## src/rtl/interboard_link_if.sv

```systemverilog
// Handshake and line signals between the game master, interboard_link_tx and the peer board.
interface interboard_link_if;
    logic       transmit;
    logic       ctrl_en;
    logic [2:0] ctrl_msg_type;
    logic [4:0] ctrl_number;
    logic       ack_in;
    logic       tx_line;
    logic       inter_ready;
    logic       busy;
    logic       link_err;

    modport master (
        output transmit, ctrl_en, ctrl_msg_type, ctrl_number, ack_in,
        input  tx_line, inter_ready, busy, link_err
    );

    modport slave (
        input  transmit, ctrl_en, ctrl_msg_type, ctrl_number, ack_in,
        output tx_line, inter_ready, busy, link_err
    );
endinterface

```

## src/rtl/interboard_link_tx.sv

```systemverilog
// UART-style message transmitter with peer acknowledge, timeout retry and sticky error.
// Optional odd parity bit enabled by defining INTERBOARD_PARITY_EN.
module interboard_link_tx #(
    parameter int BIT_CYCLES  = 868,
    parameter int ACK_TIMEOUT = 100000,
    parameter int MAX_RETRY   = 3
) (
    input  logic              clk,
    input  logic              rst,
    interboard_link_if.slave  bus
);
    localparam int BW = $clog2(BIT_CYCLES);
    localparam int WW = $clog2(ACK_TIMEOUT);
    localparam int RW = $clog2(MAX_RETRY + 2);
    localparam logic [BW-1:0] BAUD_LAST = BW'(BIT_CYCLES - 1);
    localparam logic [WW-1:0] WAIT_LAST = WW'(ACK_TIMEOUT - 1);
    localparam logic [RW-1:0] RETRY_MAX = RW'(MAX_RETRY);

    typedef enum logic [2:0] {
        ST_IDLE, ST_START, ST_DATA, ST_PARITY, ST_STOP, ST_WAIT_ACK, ST_DONE, ST_ERROR
    } state_t;

    function automatic logic odd_parity(input logic [7:0] d);
        return ~(^d);
    endfunction

    state_t        state_r, state_s;
    logic [BW-1:0] baud_r, baud_s;
    logic [2:0]    bit_idx_r, bit_idx_s;
    logic [WW-1:0] wait_r, wait_s;
    logic [RW-1:0] retry_r, retry_s;
    logic [7:0]    payload_r, payload_s;
    logic          ack_sync1_r, ack_sync2_r, ack_prev_r;
    logic          tx_line_r, inter_ready_r, busy_r, link_err_r;
    logic          tx_s, busy_s, baud_end_s, ack_edge_s;

    assign baud_end_s = (baud_r == BAUD_LAST);
    assign ack_edge_s = ack_sync2_r & ~ack_prev_r;

    // Next-state logic: frame sequencing, ack wait, retry and error decisions.
    always_comb begin
        state_s   = state_r;
        baud_s    = baud_r;
        bit_idx_s = bit_idx_r;
        wait_s    = wait_r;
        retry_s   = retry_r;
        payload_s = payload_r;
        case (state_r)
            ST_IDLE: begin
                if (bus.ctrl_en && bus.transmit) begin
                    state_s   = ST_START;
                    payload_s = {bus.ctrl_number, bus.ctrl_msg_type};
                    retry_s   = '0;
                    baud_s    = '0;
                end else begin
                    state_s = ST_IDLE;
                end
            end
            ST_START: begin
                if (baud_end_s) begin
                    state_s   = ST_DATA;
                    baud_s    = '0;
                    bit_idx_s = 3'd0;
                end else begin
                    baud_s = baud_r + BW'(1);
                end
            end
            ST_DATA: begin
                if (baud_end_s) begin
                    baud_s = '0;
                    if (bit_idx_r == 3'd7) begin
`ifdef INTERBOARD_PARITY_EN
                        state_s = ST_PARITY;
`else
                        state_s = ST_STOP;
`endif
                    end else begin
                        bit_idx_s = bit_idx_r + 3'd1;
                    end
                end else begin
                    baud_s = baud_r + BW'(1);
                end
            end
            ST_PARITY: begin
                if (baud_end_s) begin
                    state_s = ST_STOP;
                    baud_s  = '0;
                end else begin
                    baud_s = baud_r + BW'(1);
                end
            end
            ST_STOP: begin
                if (baud_end_s) begin
                    state_s = ST_WAIT_ACK;
                    baud_s  = '0;
                    wait_s  = '0;
                end else begin
                    baud_s = baud_r + BW'(1);
                end
            end
            ST_WAIT_ACK: begin
                // An ack edge takes priority over an expiring timeout.
                if (ack_edge_s) begin
                    state_s = ST_DONE;
                end else if (wait_r == WAIT_LAST) begin
                    if (retry_r < RETRY_MAX) begin
                        state_s = ST_START;
                        retry_s = retry_r + RW'(1);
                        baud_s  = '0;
                    end else begin
                        state_s = ST_ERROR;
                    end
                end else begin
                    wait_s = wait_r + WW'(1);
                end
            end
            ST_DONE:  state_s = ST_IDLE;
            ST_ERROR: state_s = ST_ERROR;
            default:  state_s = ST_IDLE;
        endcase
    end

    // Output values for the upcoming state, so the registered line tracks the FSM without lag.
    always_comb begin
        tx_s = 1'b1;
        case (state_s)
            ST_START:  tx_s = 1'b0;
            ST_DATA:   tx_s = payload_s[bit_idx_s];
            ST_PARITY: tx_s = odd_parity(payload_s);
            default:   tx_s = 1'b1;
        endcase
    end

    assign busy_s = (state_s == ST_START) || (state_s == ST_DATA) || (state_s == ST_PARITY) ||
                    (state_s == ST_STOP)  || (state_s == ST_WAIT_ACK);

    // State, counters, payload, ack synchronizer and registered outputs.
    always_ff @(posedge clk or posedge rst) begin
        if (rst) begin
            state_r       <= ST_IDLE;
            baud_r        <= '0;
            bit_idx_r     <= 3'd0;
            wait_r        <= '0;
            retry_r       <= '0;
            payload_r     <= 8'd0;
            ack_sync1_r   <= 1'b0;
            ack_sync2_r   <= 1'b0;
            ack_prev_r    <= 1'b0;
            tx_line_r     <= 1'b1;
            inter_ready_r <= 1'b0;
            busy_r        <= 1'b0;
            link_err_r    <= 1'b0;
        end else begin
            state_r       <= state_s;
            baud_r        <= baud_s;
            bit_idx_r     <= bit_idx_s;
            wait_r        <= wait_s;
            retry_r       <= retry_s;
            payload_r     <= payload_s;
            ack_sync1_r   <= bus.ack_in;
            ack_sync2_r   <= ack_sync1_r;
            ack_prev_r    <= ack_sync2_r;
            tx_line_r     <= tx_s;
            inter_ready_r <= (state_s == ST_DONE);
            busy_r        <= busy_s;
            link_err_r    <= (state_s == ST_ERROR);
        end
    end

    assign bus.tx_line     = tx_line_r;
    assign bus.inter_ready = inter_ready_r;
    assign bus.busy        = busy_r;
    assign bus.link_err    = link_err_r;
endmodule

```

## src/flat_wrapper.sv

```systemverilog
// flat-port wrapper written by rule: the top's interface ports become plain ports
module interboard_link_tx_flat 
#(
    parameter int BIT_CYCLES  = 868,
    parameter int ACK_TIMEOUT = 100000,
    parameter int MAX_RETRY   = 3
)
  (clk, rst, bus_transmit, bus_ctrl_en, bus_ctrl_msg_type, bus_ctrl_number, bus_ack_in, bus_tx_line, bus_inter_ready, bus_busy, bus_link_err);
  interboard_link_if bus_i ();
  input  logic clk;
  input  logic rst;
  input wire logic [$bits(bus_i.transmit)-1:0] bus_transmit;
  input wire logic [$bits(bus_i.ctrl_en)-1:0] bus_ctrl_en;
  input wire logic [$bits(bus_i.ctrl_msg_type)-1:0] bus_ctrl_msg_type;
  input wire logic [$bits(bus_i.ctrl_number)-1:0] bus_ctrl_number;
  input wire logic [$bits(bus_i.ack_in)-1:0] bus_ack_in;
  output wire logic [$bits(bus_i.tx_line)-1:0] bus_tx_line;
  output wire logic [$bits(bus_i.inter_ready)-1:0] bus_inter_ready;
  output wire logic [$bits(bus_i.busy)-1:0] bus_busy;
  output wire logic [$bits(bus_i.link_err)-1:0] bus_link_err;
  assign bus_i.transmit = bus_transmit;
  assign bus_i.ctrl_en = bus_ctrl_en;
  assign bus_i.ctrl_msg_type = bus_ctrl_msg_type;
  assign bus_i.ctrl_number = bus_ctrl_number;
  assign bus_i.ack_in = bus_ack_in;
  assign bus_tx_line = bus_i.tx_line;
  assign bus_inter_ready = bus_i.inter_ready;
  assign bus_busy = bus_i.busy;
  assign bus_link_err = bus_i.link_err;
  interboard_link_tx #(.BIT_CYCLES(BIT_CYCLES), .ACK_TIMEOUT(ACK_TIMEOUT), .MAX_RETRY(MAX_RETRY)) u_core (.clk(clk), .rst(rst), .bus(bus_i));
endmodule
```

## config.mk

```make
export PLATFORM = sky130hd
export DESIGN_NAME = interboard_link_tx_flat
export DESIGN_NICKNAME = d
export VERILOG_FILES = /design/src/rtl/interboard_link_if.sv /design/src/rtl/interboard_link_tx.sv /design/src/flat_wrapper.sv
export SDC_FILE = /design/constraint.sdc
export NUM_CORES = 1
export LEC_CHECK = 0
export BUFFER_PORTS_ARGS = -buffer_cell sky130_fd_sc_hd__buf_4
export CELL_PAD_IN_SITES_DETAIL_PLACEMENT = 1
export CELL_PAD_IN_SITES_GLOBAL_PLACEMENT = 1
export CORE_MARGIN = 2
export CORE_UTILIZATION = 43
export DETAILED_ROUTE_END_ITERATION = 16
export GPL_TIMING_DRIVEN = 0
export MAX_ROUTING_LAYER = met4
export PLACE_DENSITY_LB_ADDON = 0.05
export SYNTH_ARGS = -nofsm -noshare
export SYNTH_HDL_FRONTEND = slang
export SYNTH_SLANG_ARGS = --single-unit
```

## constraint.sdc

```tcl
create_clock -name clk -period 3 [get_ports clk]
set_clock_uncertainty 0.2 [all_clocks]
set_input_delay 0.3 -clock clk [delete_from_list [all_inputs] [get_ports clk]]
set_output_delay 0.3 -clock clk [all_outputs]
set_load 0.01 [all_outputs]
```

Yosys cells after proc, flatten, opt, wreduce, memory -nomap -nowiden
Cells that the tools add are included.
- add/sub/neg operators: 4
- $lt $le $gt $ge: 2
- equality and inequality tests: 23
- muxes and demuxes: 34
- bitwise logic cells: 3
- reduce and logical (&&, ||, !) cells: 14
- operators by type and width (operator ; count):
    2-to-1 mux 17 bit ; 3
    2-to-1 mux 10 bit ; 5
    2-to-1 mux 3 bit ; 15
    one-hot mux 17 bit (2 select lines) ; 1
    one-hot mux 10 bit (3 select lines) ; 1
    == test 3 bit, second input constant ; 9
    one-hot mux 3 bit (8 select lines) ; 1
    adder 17 x 1 -> 17 bit, second input constant ; 1
    == test 17 bit, second input constant ; 1
    2-to-1 mux 8 bit ; 2
    == test 3 x 2 -> 1 bit, second input constant ; 4
    one-hot mux 3 bit (2 select lines) ; 2
    adder 10 x 1 -> 10 bit, second input constant ; 1
    == test 10 bit, second input constant ; 1
    AND reduction 5 bit ; 2
    inequality test 2 x 1 -> 1 bit, second input constant ; 4
    XOR reduction 8 bit ; 1
    adder 3 x 1 -> 3 bit, second input constant ; 2
    == test 3 x 1 -> 1 bit, second input constant ; 2
    logical OR 1 bit ; 4
    less-than comparator 3 x 4 -> 1 bit, second input constant ; 1
    inequality test 2 bit, second input constant ; 2
    AND reduction 4 bit ; 1
    nonzero test 2 bit ; 2
    10 further kinds ; 12
- flip-flop bits (word level): 51
- input port bits: 13
- output and inout bits: 4

Longest topological paths before layout
Gate-level depths: netlist (run 1).
- depth after elaboration: 10
- depth in mapped cells: 11
- gate-level depth less buffers: 8

Worst setup path after synthesis (run 1)
OpenSTA, ideal clock, no wires.
- kind: flip-flop to flip-flop
- start: register u_core.baud_r[0]
- end: register u_core.wait_r[15]
- setup time: 0.078 ns
- data arrival time: 2.828 ns
- data required time: 2.722 ns
- path slack: -0.106 ns
- cell stages (with the launch flop): 11
- buffers on the path: 2
- period minus slack after synthesis: 3.106 ns
- path through: dfrtp_1 ha_1 or3b_4 or3_1 clkbuf_2 o211a_1 a211o_1 buf_6 or3_4 or3_1 a21oi_1
- cells in the longest elaborated chain, start to end: 3
- RTL lines (what ; line ; text):
    start, declared ; interboard_link_tx.sv:28 ; logic [BW-1:0] baud_r, baud_s;
    start signal, assigned ; interboard_link_tx.sv:155 ; baud_r <= baud_s;
    == test 10 bit ; interboard_link_tx.sv:37 ; assign baud_end_s = (baud_r == BAUD_LAST);
    inequality test 2 x 1 -> 1 bit (no source line) ; - ;
    AND reduction 4 bit (no source line) ; - ;
    end signal, assigned ; interboard_link_tx.sv:157 ; wait_r <= wait_s;
    end, declared ; interboard_link_tx.sv:30 ; logic [WW-1:0] wait_r, wait_s;
No other way between the ends.
A chain may end at the register's enable or synchronous reset.

Worst setup path after layout (run 1)
- start: register u_core.baud_r[0]
- end: register u_core.tx_line_r (netlist: u_core.bus.tx_line)
- cells in the longest elaborated chain, start to end: 6
- elaborated cells between the ends (all ways): 15
- those cells by class: 4 x eq/ne; 11 x mux
- RTL lines (what ; line ; text):
    == test 10 bit (*) ; interboard_link_tx.sv:37 ;
    2-to-1 mux 3 bit, on equally long branches ; interboard_link_tx.sv:69, interboard_link_tx.sv:60 ;
    one-hot mux 3 bit (2 select lines) ; interboard_link_tx.sv:48 ; case (state_r)
    binary-select mux 1 bit (select 3 bit) ; interboard_link_tx.sv:128 ; ST_DATA: tx_s = payload_s[bit_idx_s];
    2-to-1 mux 1 bit (not written as such) ; interboard_link_tx.sv:128 ;
    one-hot mux 1 bit (3 select lines) (*) ; interboard_link_tx.sv:126 ; case (state_s)
    net u_core.tx_s ; interboard_link_tx.sv:35 ; logic tx_s, busy_s, baud_end_s, ack_edge_s;
    end signal, assigned ; interboard_link_tx.sv:163 ; tx_line_r <= tx_s;
    end, declared ; interboard_link_tx.sv:34 ; logic tx_line_r, inter_ready_r, busy_r, link_err_r;
Mark *: on every way through the listed nets, which the timed path passes. The rest lies on a longest branch. The select of a mux whose other input is x is not followed.

==> impl_results.md, run 1 <==
- Share of the synthesized area in the top cell type: 43.88%
- Hold slack: 59.27 ps
- Iter 0 DRT Violations: 121
- Worst Reg2Reg Path Length in Cells: 12
- Hold Path Depth: 2
- Status: finished with violations
- Largest cells by area after synthesis: dfrtp_1 (44%), xnor2_1 (6.5%), mux2_2 (5.1%)
- Failing checks: negative setup slack
- Period utilization: 103.1%
- Worst-path fanout max: 5
- R2r startpoint: u_core.baud_r[0]$_DFFE_PP0P_
- Largest net degree at the start of global routing: 28
- Antenna-violating nets left: 0
- Most common cell after layout, fill and taps aside: dfrtp_1
- Endpoint class of the critical path: register
- First-pass DRT Iterations: 4
- Initial antenna violation count: 0
- R2R setup slack: -90 ps
- Synthesis-to-layout area growth: 24.84%
- GR Layer Usage met2: 36.72%
- Total vias in the final route: 2,369
- Mean Syn Cell Area: 9.601 µm²
- M1 GR Usage: 27.62%
- CTS max path bufs: 2
- DRC: 0
- Mapped Nets: 314
- Diodes inserted: 0
- Number of synthesized register bits: 51
- Die width: 85.44 µm
- Mapped Area: 0.002851 mm²
- Power per cell area: 377.2 mW/mm²
- H-Tree Depth: 2
- Worst VDD drop: 180.0 µV
- Fmax: 323.2 MHz
- Yosys top cell by area: dfrtp_1
- Slowest CP cell: or3b_4
- Cts bufs inserted: 5
- Final HPWL DP: 4932 µm
- Delay-heaviest family, CP: compound AO/OA/AOI/OAI gates
- Endpoints failing hold: 0
- Maxcap violations: 0
- Die area: 0.007299 mm²
- Leak: 1.497 nW
- Placer Congestion: 0.7828
- Critical Path Max Stage Delay: 390 ps
- Total Power: 1.343 mW
- Drt wl/cell: 17.36 µm
- Core Area: 0.006386 mm²
- Vias in the first global route: 2,521
- DIE HEIGHT: 85.44 µm
- Final setup fails: 5
- Min-delay src: bus_ctrl_msg_type[0]
- Final Critical Period: 3094 ps
- Share of cells above drive strength 1: 26.18%
- Actual slew at the worst max-slew pin: 709.8 ps
- Hold Path Sink: u_core.payload_r[0]$_DFF_PP0_
- FP Rows: 29
- CP required: 3040 ps
- Worst Hold Class: primary input to register
- CP cell instances: ha_2 -> or3b_4 -> or3_4 -> buf_4 -> o31ai_1 -> a211o_1 -> buf_4 -> buf_4 -> buf_4 -> nand2_1 -> a211o_1 -> o22a_1
- Worst-Skew Late Latency: 310 ps
- Layout Nets: 356
- GRT met3 Usage: 3.696%
- Ys Warns: 0
- Gate count after technology mapping: 297
- Total GRT Usage: 21.92%
- Clk sinks: 51
- RSZ-0062 raised after global routing: true
- Yosys cell types: 55
- R2R Path End: u_core.bus.tx_line$_DFF_PP1_
- Top Usage Layer GRT: met2
- CP bufs+invs: 4
- Setup ws final: -94.16 ps
- Final Max Tran Viols: 0
- IO Pins: 17
- Worst slew margin: 52.33%
- CTS tree: built
- Initial core utilization: 44.65%
- Cell mode on critical path: buf_4
- First-pass GRT wire length: 12,340 µm
- Post-synth EDFFs: 0
- Total length of routed wires: 7238 µm
- Async SR Flop Fraction: 100.0%
- Main synth FF type: dfrtp_1
- Clock transition at the registers of the reported paths: 100 ps
- WS Path Type: register to register
- Vias/cell: 5.681
- Post-synthesis sequential area ratio: 44.80%
- Clk root buf: clkbuf_8
- Grt total ovfl: 0
- Commonest non-fill, non-tap cells in the layout: dfrtp_1 (50), buf_4 (33), nand2_1 (30), nor2_1 (24), xnor2_1 (21)
- Number of port buffers: 16
- Critical path launch point type: register
- Crit path DAT: 3130 ps
[Yosys cell counts, drive strengths merged (5+ instances only)]
master / count
clkbuf: 11
nor4: 7
nor2b: 6
nand2: 30
xnor2: 21
o21ai: 17
a21oi: 9
mux2: 13
dfrtp: 50
nor2: 24
inv: 12
nand3: 12
or3: 5
nor3: 11
[report_power, final]
part | switching [mW] | internal [mW] | total, mW
Clock | 0.239 | 0.333 | 0.571
Sequential | 0.00381 | 0.693 | 0.697
Combinational | 0.0359 | 0.0385 | 0.0744
Total | 0.278 | 1.06 | 1.34
[how the worst max path moves through the flow]
stage	from	endpoint	slack (ps)	depth (start not counted)
floorplan	u_core.baud_r[0]$_DFFE_PP0P_	u_core.wait_r[15]$_DFFE_PP0P_	-50	10
global placement	u_core.baud_r[0]$_DFFE_PP0P_	u_core.wait_r[13]$_DFFE_PP0P_	-290	10
detailed placement	u_core.baud_r[0]$_DFFE_PP0P_	u_core.wait_r[13]$_DFFE_PP0P_	-330	10
CTS	u_core.baud_r[0]$_DFFE_PP0P_	u_core.wait_r[8]$_DFFE_PP0P_	-100	9
global route	u_core.baud_r[0]$_DFFE_PP0P_	u_core.bus.tx_line$_DFF_PP1_	-220	12
finish	u_core.baud_r[0]$_DFFE_PP0P_	u_core.bus.tx_line$_DFF_PP1_	-90	12
[metrics by stage]
stage               util [%]  cells  worst slack (ps)  TNS (ps)  cell area (µm²)
global route           55.74    417            -222.0     -1829             3560
detailed placement     48.47    391            -333.3     -3880             3095
finish                 55.74    417            -94.16    -309.1             3560
floorplan                  -    297            -50.24    -100.6             2859
CTS                    52.94    409            -95.65    -368.6             3381
global placement       48.16    390            -288.9     -3787             3075
[registers in the layout, indices dropped and copies added, names as in the netlist]
| name | count |
|---|---|
| u_core.bit_idx_r | 3 |
| u_core.bus.link_err | 1 |
| u_core.wait_r | 17 |
| u_core.baud_r | 10 |
| u_core.ack_sync1_r | 1 |
| u_core.bus.inter_ready | 1 |
| u_core.state_r | 3 |
| u_core.ack_prev_r | 1 |
| u_core.retry_r | 3 |
| u_core.ack_sync2_r | 1 |
| u_core.bus.busy | 1 |
| u_core.payload_r | 8 |
| u_core.bus.tx_line | 1 |
[area by class of cell]
class	count	area, µm²
Inverter	12	45.04
Clock buffer	5	68.82
Clock inverter	3	67.56
Sequential cell	51	1277
Fill cell	713	2826
Timing Repair Buffer	37	312.8
Tap cell	77	96.34
Buffer	11	62.56
Multi-Input combinational cell	221	1629
[what timing repair did]
action                                  in CTS  in global routing
pin swaps                                    9                 17
resized for setup                           15                 17
endpoints found under the setup margin      19                 24
endpoints found under the hold margin       26                  0
buffers inserted                             8                  8
hold buffers                                 2                  0
cloned                                       1                  1
[logic make-up (layout without fill, tap and decap cells)]
kind of cell | count (synthesis) | count (layout) | share of synthesized area [%]
AO/OA/AOI/OAI | 55 | 55 | 13.08
XOR/XNOR | 25 | 25 | 7.679
adder cells (fa/ha/maj) | 4 | 4 | 1.755
buffers and inverters | 25 | 68 | 3.642
flip-flops | 51 | 51 | 44.80
multiplexers | 17 | 17 | 6.538
AND/OR/NAND/NOR | 120 | 120 | 22.51
[worst register-to-register path, stage by stage (launching register included)]
cell     delay [ps]
dfrtp_1         370
ha_2            200
or3b_4          390
or3_4           360
buf_4           150
o31ai_1         270
a211o_1         220
buf_4           120
buf_4           150
buf_4           130
nand2_1          50
a211o_1         230
o22a_1          210
[metal layers]
layer	routed length (µm)	vias up
met3	123	10
li1	-	1132
met1	3250	1201
met4	122	0
met5	0	-
met2	3741	26
Power figures use the tool's default switching activity.
==> run 2: changes to the inputs <==
CELL_PAD_IN_SITES_GLOBAL_PLACEMENT = 2   (was 1)
CORE_UTILIZATION = 35   (was 43)
==> impl_results.md, run 2 (same netlist as run 1, synthesis figures left out) <==
- Status: finished with violations
- Failing checks: negative setup slack
- Initial core utilization: 36.52% (-8.1 points)
- Number of port buffers: 16 (unchanged)
- DRC: 0 (unchanged)
- Drt wl/cell: 16.40 µm (-5.5%)
- Setup TNS: -138.0 ps (+171.1 ps)
- WS Path Type: register to register
- CTS tree: built
- Synthesis-to-layout area growth: 22.47%
- Placer Congestion: 0.7895 (+0.86%)
- Iter 0 DRT Violations: 67 (-45%)
- Worst Reg2Reg Path Length in Cells: 9 (-3)
- Final setup fails: 4 (-1)
- IO Pins: 17 (unchanged)
- Final core utilization: 44.73% (-11 points)
- # fillers: 912 (+28%)
- Leak: 1.454 nW (-2.9%)
- Biggest register: u_core.wait_r
- Hold Path Sink: u_core.payload_r[0]$_DFF_PP0_
- H-Tree Depth: 2 (unchanged)
- Core Area: 0.007807 mm² (+22%)
- Hold Path Depth: 2 (unchanged)
- Critical path launch point type: register
- Worst VDD drop: 174.5 µV (-3.1%)
- Power per cell area: 336.6 mW/mm² (-11%)
- Min-delay src: bus_ctrl_msg_type[0]
- Commonest non-fill, non-tap cells in the layout: dfrtp_1 (50), nand2_1 (30), buf_4 (27), nor2_1 (24), xnor2_1 (21)
- Fmax: 326.4 MHz (+0.99%)
- Worst-Skew Late Latency: 310 ps (about the same)
- First-pass GRT wire length: 12,380 µm (+0.28%)
- Critical Path Max Stage Delay: 420 ps (+30 ps)
- Total Power: 1.175 mW (-12%)
- Most common cell after layout, fill and taps aside: dfrtp_1
- Clk sinks: 51 (unchanged)
- CP bufs+invs: 1 (-3)
- FP Rows: 32 (+10%)
- Endpoints failing hold: 0 (unchanged)
- Period utilization: 102.1% (-1.0 points)
- CP cell instances: ha_4 -> or3b_4 -> or3_4 -> o211a_1 -> a211o_1 -> buf_6 -> or3_4 -> or3_1 -> a21oi_1
- R2r startpoint: u_core.baud_r[1]$_DFFE_PP0P_
- Clock transition at the registers of the reported paths: 100 ps (about the same)
- Total vias in the final route: 2,294 (-3.2%)
- Grt total ovfl: 0 (unchanged)
- Setup ws final: -63.70 ps (+30.46 ps)
- Actual slew at the worst max-slew pin: 715.3 ps (+5.554 ps)
- Maxcap violations: 0 (unchanged)
- Total GRT Usage: 18.28% (-3.6 points)
- RSZ-0062 raised after global routing: true
- Endpoint class of the critical path: register
- Largest net degree at the start of global routing: 28 (unchanged)
- Worst slew margin: 51.95% (-0.37 points)
- CTS max path bufs: 2 (unchanged)
- Initial antenna violation count: 0 (unchanged)
- Worst-path fanout max: 7 (+2)
- CP required: 3040 ps (about the same)
- Die width: 94.26 µm (+10%)
- Cell mode on critical path: or3_4
- R2R Path End: u_core.wait_r[14]$_DFFE_PP0P_
- Crit path DAT: 3110 ps (-20 ps)
- Final Critical Period: 3064 ps (-30.46 ps)
- Cts bufs inserted: 5 (unchanged)
- Final Max Tran Viols: 0 (unchanged)
- First-pass DRT Iterations: 4 (unchanged)
- DIE HEIGHT: 94.26 µm (+10%)
- Slowest CP cell: dfrtp_1
- Die area: 0.008885 mm² (+22%)
- R2R setup slack: -60 ps (+30 ps)
- Total length of routed wires: 7134 µm (-1.4%)
- Top flop regs: u_core.wait_r x17, u_core.baud_r x10, u_core.payload_r x8
- Layout Nets: 349 (-2.0%)
- Share of cells above drive strength 1: 25.83% (-0.35 points)
- Clk root buf: clkbuf_8
- Antenna-violating nets left: 0 (unchanged)
- Delay-heaviest family, CP: simple AND/OR/NAND/NOR gates
- Max reg flops: 17 (unchanged)
- Final HPWL DP: 5126 µm (+3.9%)
- Diodes inserted: 0 (unchanged)
- Vias/cell: 5.274 (-7.2%)
- Vias in the first global route: 2,484 (-1.5%)
- Worst Hold Class: primary input to register
-- run 2: final cells by class --
cell class | count | area (µm²) | share of cell area, %
clock buffer | 5 | 68.82 | 1.971
inverter | 12 | 45.04 | 1.290
buffer | 10 | 57.56 | 1.648
sequential | 51 | 1277 | 36.58
clock inverter | 3 | 20.02 | 0.5733
multi-input combinational | 221 | 1633 | 46.76
tap | 102 | 127.6 | 3.655
timing repair buffer | 31 | 262.8 | 7.524
-- run 2: power by group --
group          total (mW)  switching [mW]  internal [mW]
clock               0.405           0.242          0.163
sequential          0.696         0.00335          0.693
combinational      0.0740          0.0355         0.0385
-- run 2: what timing repair did --
| action | CTS | global route |
|---|---|---|
| resized for setup | 22 | 12 |
| setup endpoints to repair | 19 | 28 |
| pin swaps | 11 | 5 |
| hold endpoints to repair | 26 | 0 |
| hold buffers | 2 | 0 |
| setup buffers | 10 | 2 |
| gates cloned | 0 | 0 |
-- run 2: layer usage --
metal	wire length [µm]	up-vias	track usage (%)
met3	111	8	2.648
li1	-	1126	-
met1	3330	1148	22.73
met4	79	0	4.710
met2	3613	12	31.31
met5	0	-	-
-- run 2: worst max path at each step --
stage / cells past startpoint / end / from / slack (ps)
2_1_floorplan: 10 / u_core.wait_r[15]$_DFFE_PP0P_ / u_core.baud_r[0]$_DFFE_PP0P_ / -50
6_report: 9 / u_core.wait_r[14]$_DFFE_PP0P_ / u_core.baud_r[1]$_DFFE_PP0P_ / -60
3_3_place_gp: 10 / u_core.wait_r[13]$_DFFE_PP0P_ / u_core.baud_r[0]$_DFFE_PP0P_ / -300
4_1_cts: 9 / u_core.wait_r[14]$_DFFE_PP0P_ / u_core.baud_r[1]$_DFFE_PP0P_ / -140
3_5_place_dp: 10 / u_core.wait_r[13]$_DFFE_PP0P_ / u_core.baud_r[0]$_DFFE_PP0P_ / -330
5_1_grt: 9 / u_core.wait_r[14]$_DFFE_PP0P_ / u_core.baud_r[1]$_DFFE_PP0P_ / -130
-- run 2: through the flow --
stage / std cells / worst slack [ps] / instance area (µm²) / hold slack, ps
global route: 435 / -127.8 / 3492 / 49.36
detailed placement: 416 / -334.3 / 3127 / 137.2
floorplan: 297 / -50.24 / 2859 / 131.2
finish: 435 / -63.70 / 3492 / 57.39
CTS: 435 / -144.4 / 3426 / 50.63
global placement: 415 / -300.6 / 3107 / 146.3
==> run 3: changes to the inputs <==
BUFFER_PORTS_ARGS = not set   (was -buffer_cell sky130_fd_sc_hd__buf_4)
CORE_UTILIZATION = 30   (was 35)
DONT_BUFFER_PORTS = 1   (was not set)
==> impl_results.md, run 3 (same netlist as run 1, synthesis figures left out) <==
- Commonest non-fill, non-tap cells in the layout: dfrtp_1 (50), nand2_1 (30), nor2_1 (24), xnor2_1 (21), o21ai_0 (16)
- # fillers: 1,061 (+16%)
- Total vias in the final route: 2,303 (+0.39%)
- Min-delay src: bus_transmit
- Actual slew at the worst max-slew pin: 716.2 ps (+0.8647 ps)
- Endpoint class of the critical path: register
- Fmax: 330.8 MHz (+1.3%)
- R2R Path End: u_core.wait_r[15]$_DFFE_PP0P_
- Drt wl/cell: 16.71 µm (+1.9%)
- Top flop regs: u_core.wait_r x17, u_core.baud_r x10, u_core.payload_r x8
- Clk root buf: clkbuf_8
- Power per cell area: 346.2 mW/mm² (+2.8%)
- Placed insts: 427 (+2.6%)
- Total GRT Usage: 16.35% (-1.9 points)
- Critical path launch point type: register
- Worst slew margin: 51.90% (-0.058 points)
- CTS tree: built
- CTS max path bufs: 2 (unchanged)
- Clk sinks: 51 (unchanged)
- Diodes inserted: 0 (unchanged)
- Vias/cell: 5.039 (-4.4%)
- DIE HEIGHT: 101.5 µm (+7.7%)
- CP bufs+invs: 1 (unchanged)
- Cts bufs inserted: 5 (unchanged)
- Cell mode on critical path: or3_4
- Synthesis-to-layout area growth: 23.65%
- Grt total ovfl: 0 (unchanged)
- Worst Reg2Reg Path Length in Cells: 9 (unchanged)
- Hold Path Sink: u_core.retry_r[2]$_DFFE_PP0P_
- Antenna-violating nets left: 0 (unchanged)
- R2R setup slack: -20 ps (+40 ps)
- Layout Nets: 344 (-1.4%)
- Largest net degree at the start of global routing: 40 (+43%)
- Most common cell after layout, fill and taps aside: dfrtp_1
- Failing checks: negative setup slack
- IO Pins: 17 (unchanged)
- Die area: 0.01030 mm² (+16%)
- Placed inst area: 0.003040 mm² (-2.8%)
- Total Power: 1.221 mW (+3.8%)
- Hold Path Depth: 3 (+1)
- Setup ws final: -23.02 ps (+40.68 ps)
- Hold slack: 146.6 ps (+89.25 ps)
- DRC: 0 (unchanged)
- Final Max Tran Viols: 0 (unchanged)
- Endpoints failing hold: 0 (unchanged)
- Critical Path Max Stage Delay: 410 ps (about the same)
- Crit path DAT: 3070 ps (-40 ps)
- Placer Congestion: 0.7665 (-2.9%)
- Final core utilization: 38.16% (-6.6 points)
- Vias in the first global route: 2,474 (-0.40%)
- CP cell instances: ha_2 -> or3b_4 -> or3_4 -> o211a_1 -> a211o_1 -> buf_6 -> or3_4 -> or3_4 -> a21oi_2
- Number of port buffers: 0 (-16)
- Worst Hold Class: primary input to register
- Initial core utilization: 30.86% (-5.7 points)
- Share of cells above drive strength 1: 22.26% (-3.6 points)
- Setup TNS: -33.24 ps (+104.8 ps)
- Slowest CP cell: or3b_4
- Clock transition at the registers of the reported paths: 100 ps (about the same)
- Die width: 101.5 µm (+7.7%)
- FP Rows: 35 (+9.4%)
- Period utilization: 100.8% (-1.4 points)
- Total length of routed wires: 7636 µm (+7.0%)
- Core Area: 0.009240 mm² (+18%)
- Worst-Skew Late Latency: 310 ps (about the same)
- CP required: 3040 ps (about the same)
- First-pass GRT wire length: 12,810 µm (+3.5%)
- First-pass DRT Iterations: 4 (unchanged)
- Final setup fails: 2 (-2)
- Final Critical Period: 3023 ps (-40.68 ps)
- Max reg flops: 17 (unchanged)
- Status: finished with violations
- Leak: 1.438 nW (-1.1%)
- H-Tree Depth: 2 (unchanged)
- Initial antenna violation count: 0 (unchanged)
- WS Path Type: register to register
- Delay-heaviest family, CP: simple AND/OR/NAND/NOR gates
- Biggest register: u_core.wait_r
- R2r startpoint: u_core.baud_r[1]$_DFFE_PP0P_
- Final Non-Filler Cells: 457 (+5.1%)
- Place WS: -372.8 ps (-38.57 ps)
- Iter 0 DRT Violations: 66 (-1.5%)
- Worst-path fanout max: 7 (unchanged)
- Final instance area: 0.003526 mm² (+0.97%)
- Worst VDD drop: 194.8 µV (+12%)
- RSZ-0062 raised after global routing: true
- Maxcap violations: 0 (unchanged)
- Final HPWL DP: 5233 µm (+2.1%)
[run 3: cell count changes in the layout (fill, tap and decap cells not counted), moves of 2 or more]
cell           delta
buf_4            -14
dlygate4sd3_1     +8
clkbuf_8          +2
clkinvlp_4        -2
o41ai_1           +2
o41ai_2           -2
[run 3: cell type report]
class | instances | area, µm² | share of cell area, %
Multi-Input combinational cell | 221 | 1628 | 46.17
Sequential cell | 51 | 1277 | 36.23
Timing Repair Buffer | 26 | 249.0 | 7.062
Tap cell | 129 | 161.4 | 4.578
Clock buffer | 8 | 100.1 | 2.839
Buffer | 10 | 65.06 | 1.845
Inverter | 12 | 45.04 | 1.278
[run 3: metal layers]
layer  track usage, %  vias up  share of wire, %
li1                 -     1115                 -
met1            21.06     1170                47
met2            27.41       13                50
met3            2.553        5               1.5
met4            3.119        0              0.80
met5                -        -                 0
[run 3: worst reg2reg max path, cell delays in order, from the launching register on]
cell     delay, ps
dfrtp_1        380
ha_2           190
or3b_4         410
or3_4          380
o211a_1        220
a211o_1        240
buf_6          150
or3_4          340
or3_4          330
a21oi_2        130
[run 3: repair_timing]
action	CTS	global route
resized for setup	14	24
setup endpoints to repair	19	17
hold buffers	10	0
pin swaps	7	10
buffers inserted	10	5
hold endpoints to repair	59	0
[run 3: worst max path at each step]
| stage | from | end | slack (ps) | depth (start not counted) |
|---|---|---|---|---|
| after detailed placement | u_core.baud_r[0]$_DFFE_PP0P_ | u_core.wait_r[13]$_DFFE_PP0P_ | -370 | 10 |
| after floorplan | u_core.baud_r[0]$_DFFE_PP0P_ | u_core.wait_r[15]$_DFFE_PP0P_ | -50 | 10 |
| after global placement | u_core.baud_r[0]$_DFFE_PP0P_ | u_core.wait_r[13]$_DFFE_PP0P_ | -330 | 10 |
| after global routing | u_core.baud_r[1]$_DFFE_PP0P_ | u_core.wait_r[8]$_DFFE_PP0P_ | -110 | 9 |
| final | u_core.baud_r[1]$_DFFE_PP0P_ | u_core.wait_r[15]$_DFFE_PP0P_ | -20 | 9 |
| after CTS | u_core.baud_r[0]$_DFFE_PP0P_ | u_core.wait_r[15]$_DFFE_PP0P_ | -40 | 9 |
[run 3: power by group]
group | leakage (nW) | internal [mW] | switching [mW]
clock | 0.0515 | 0.212 | 0.242
sequential | 0.652 | 0.693 | 0.00334
combinational | 0.735 | 0.0359 | 0.0345
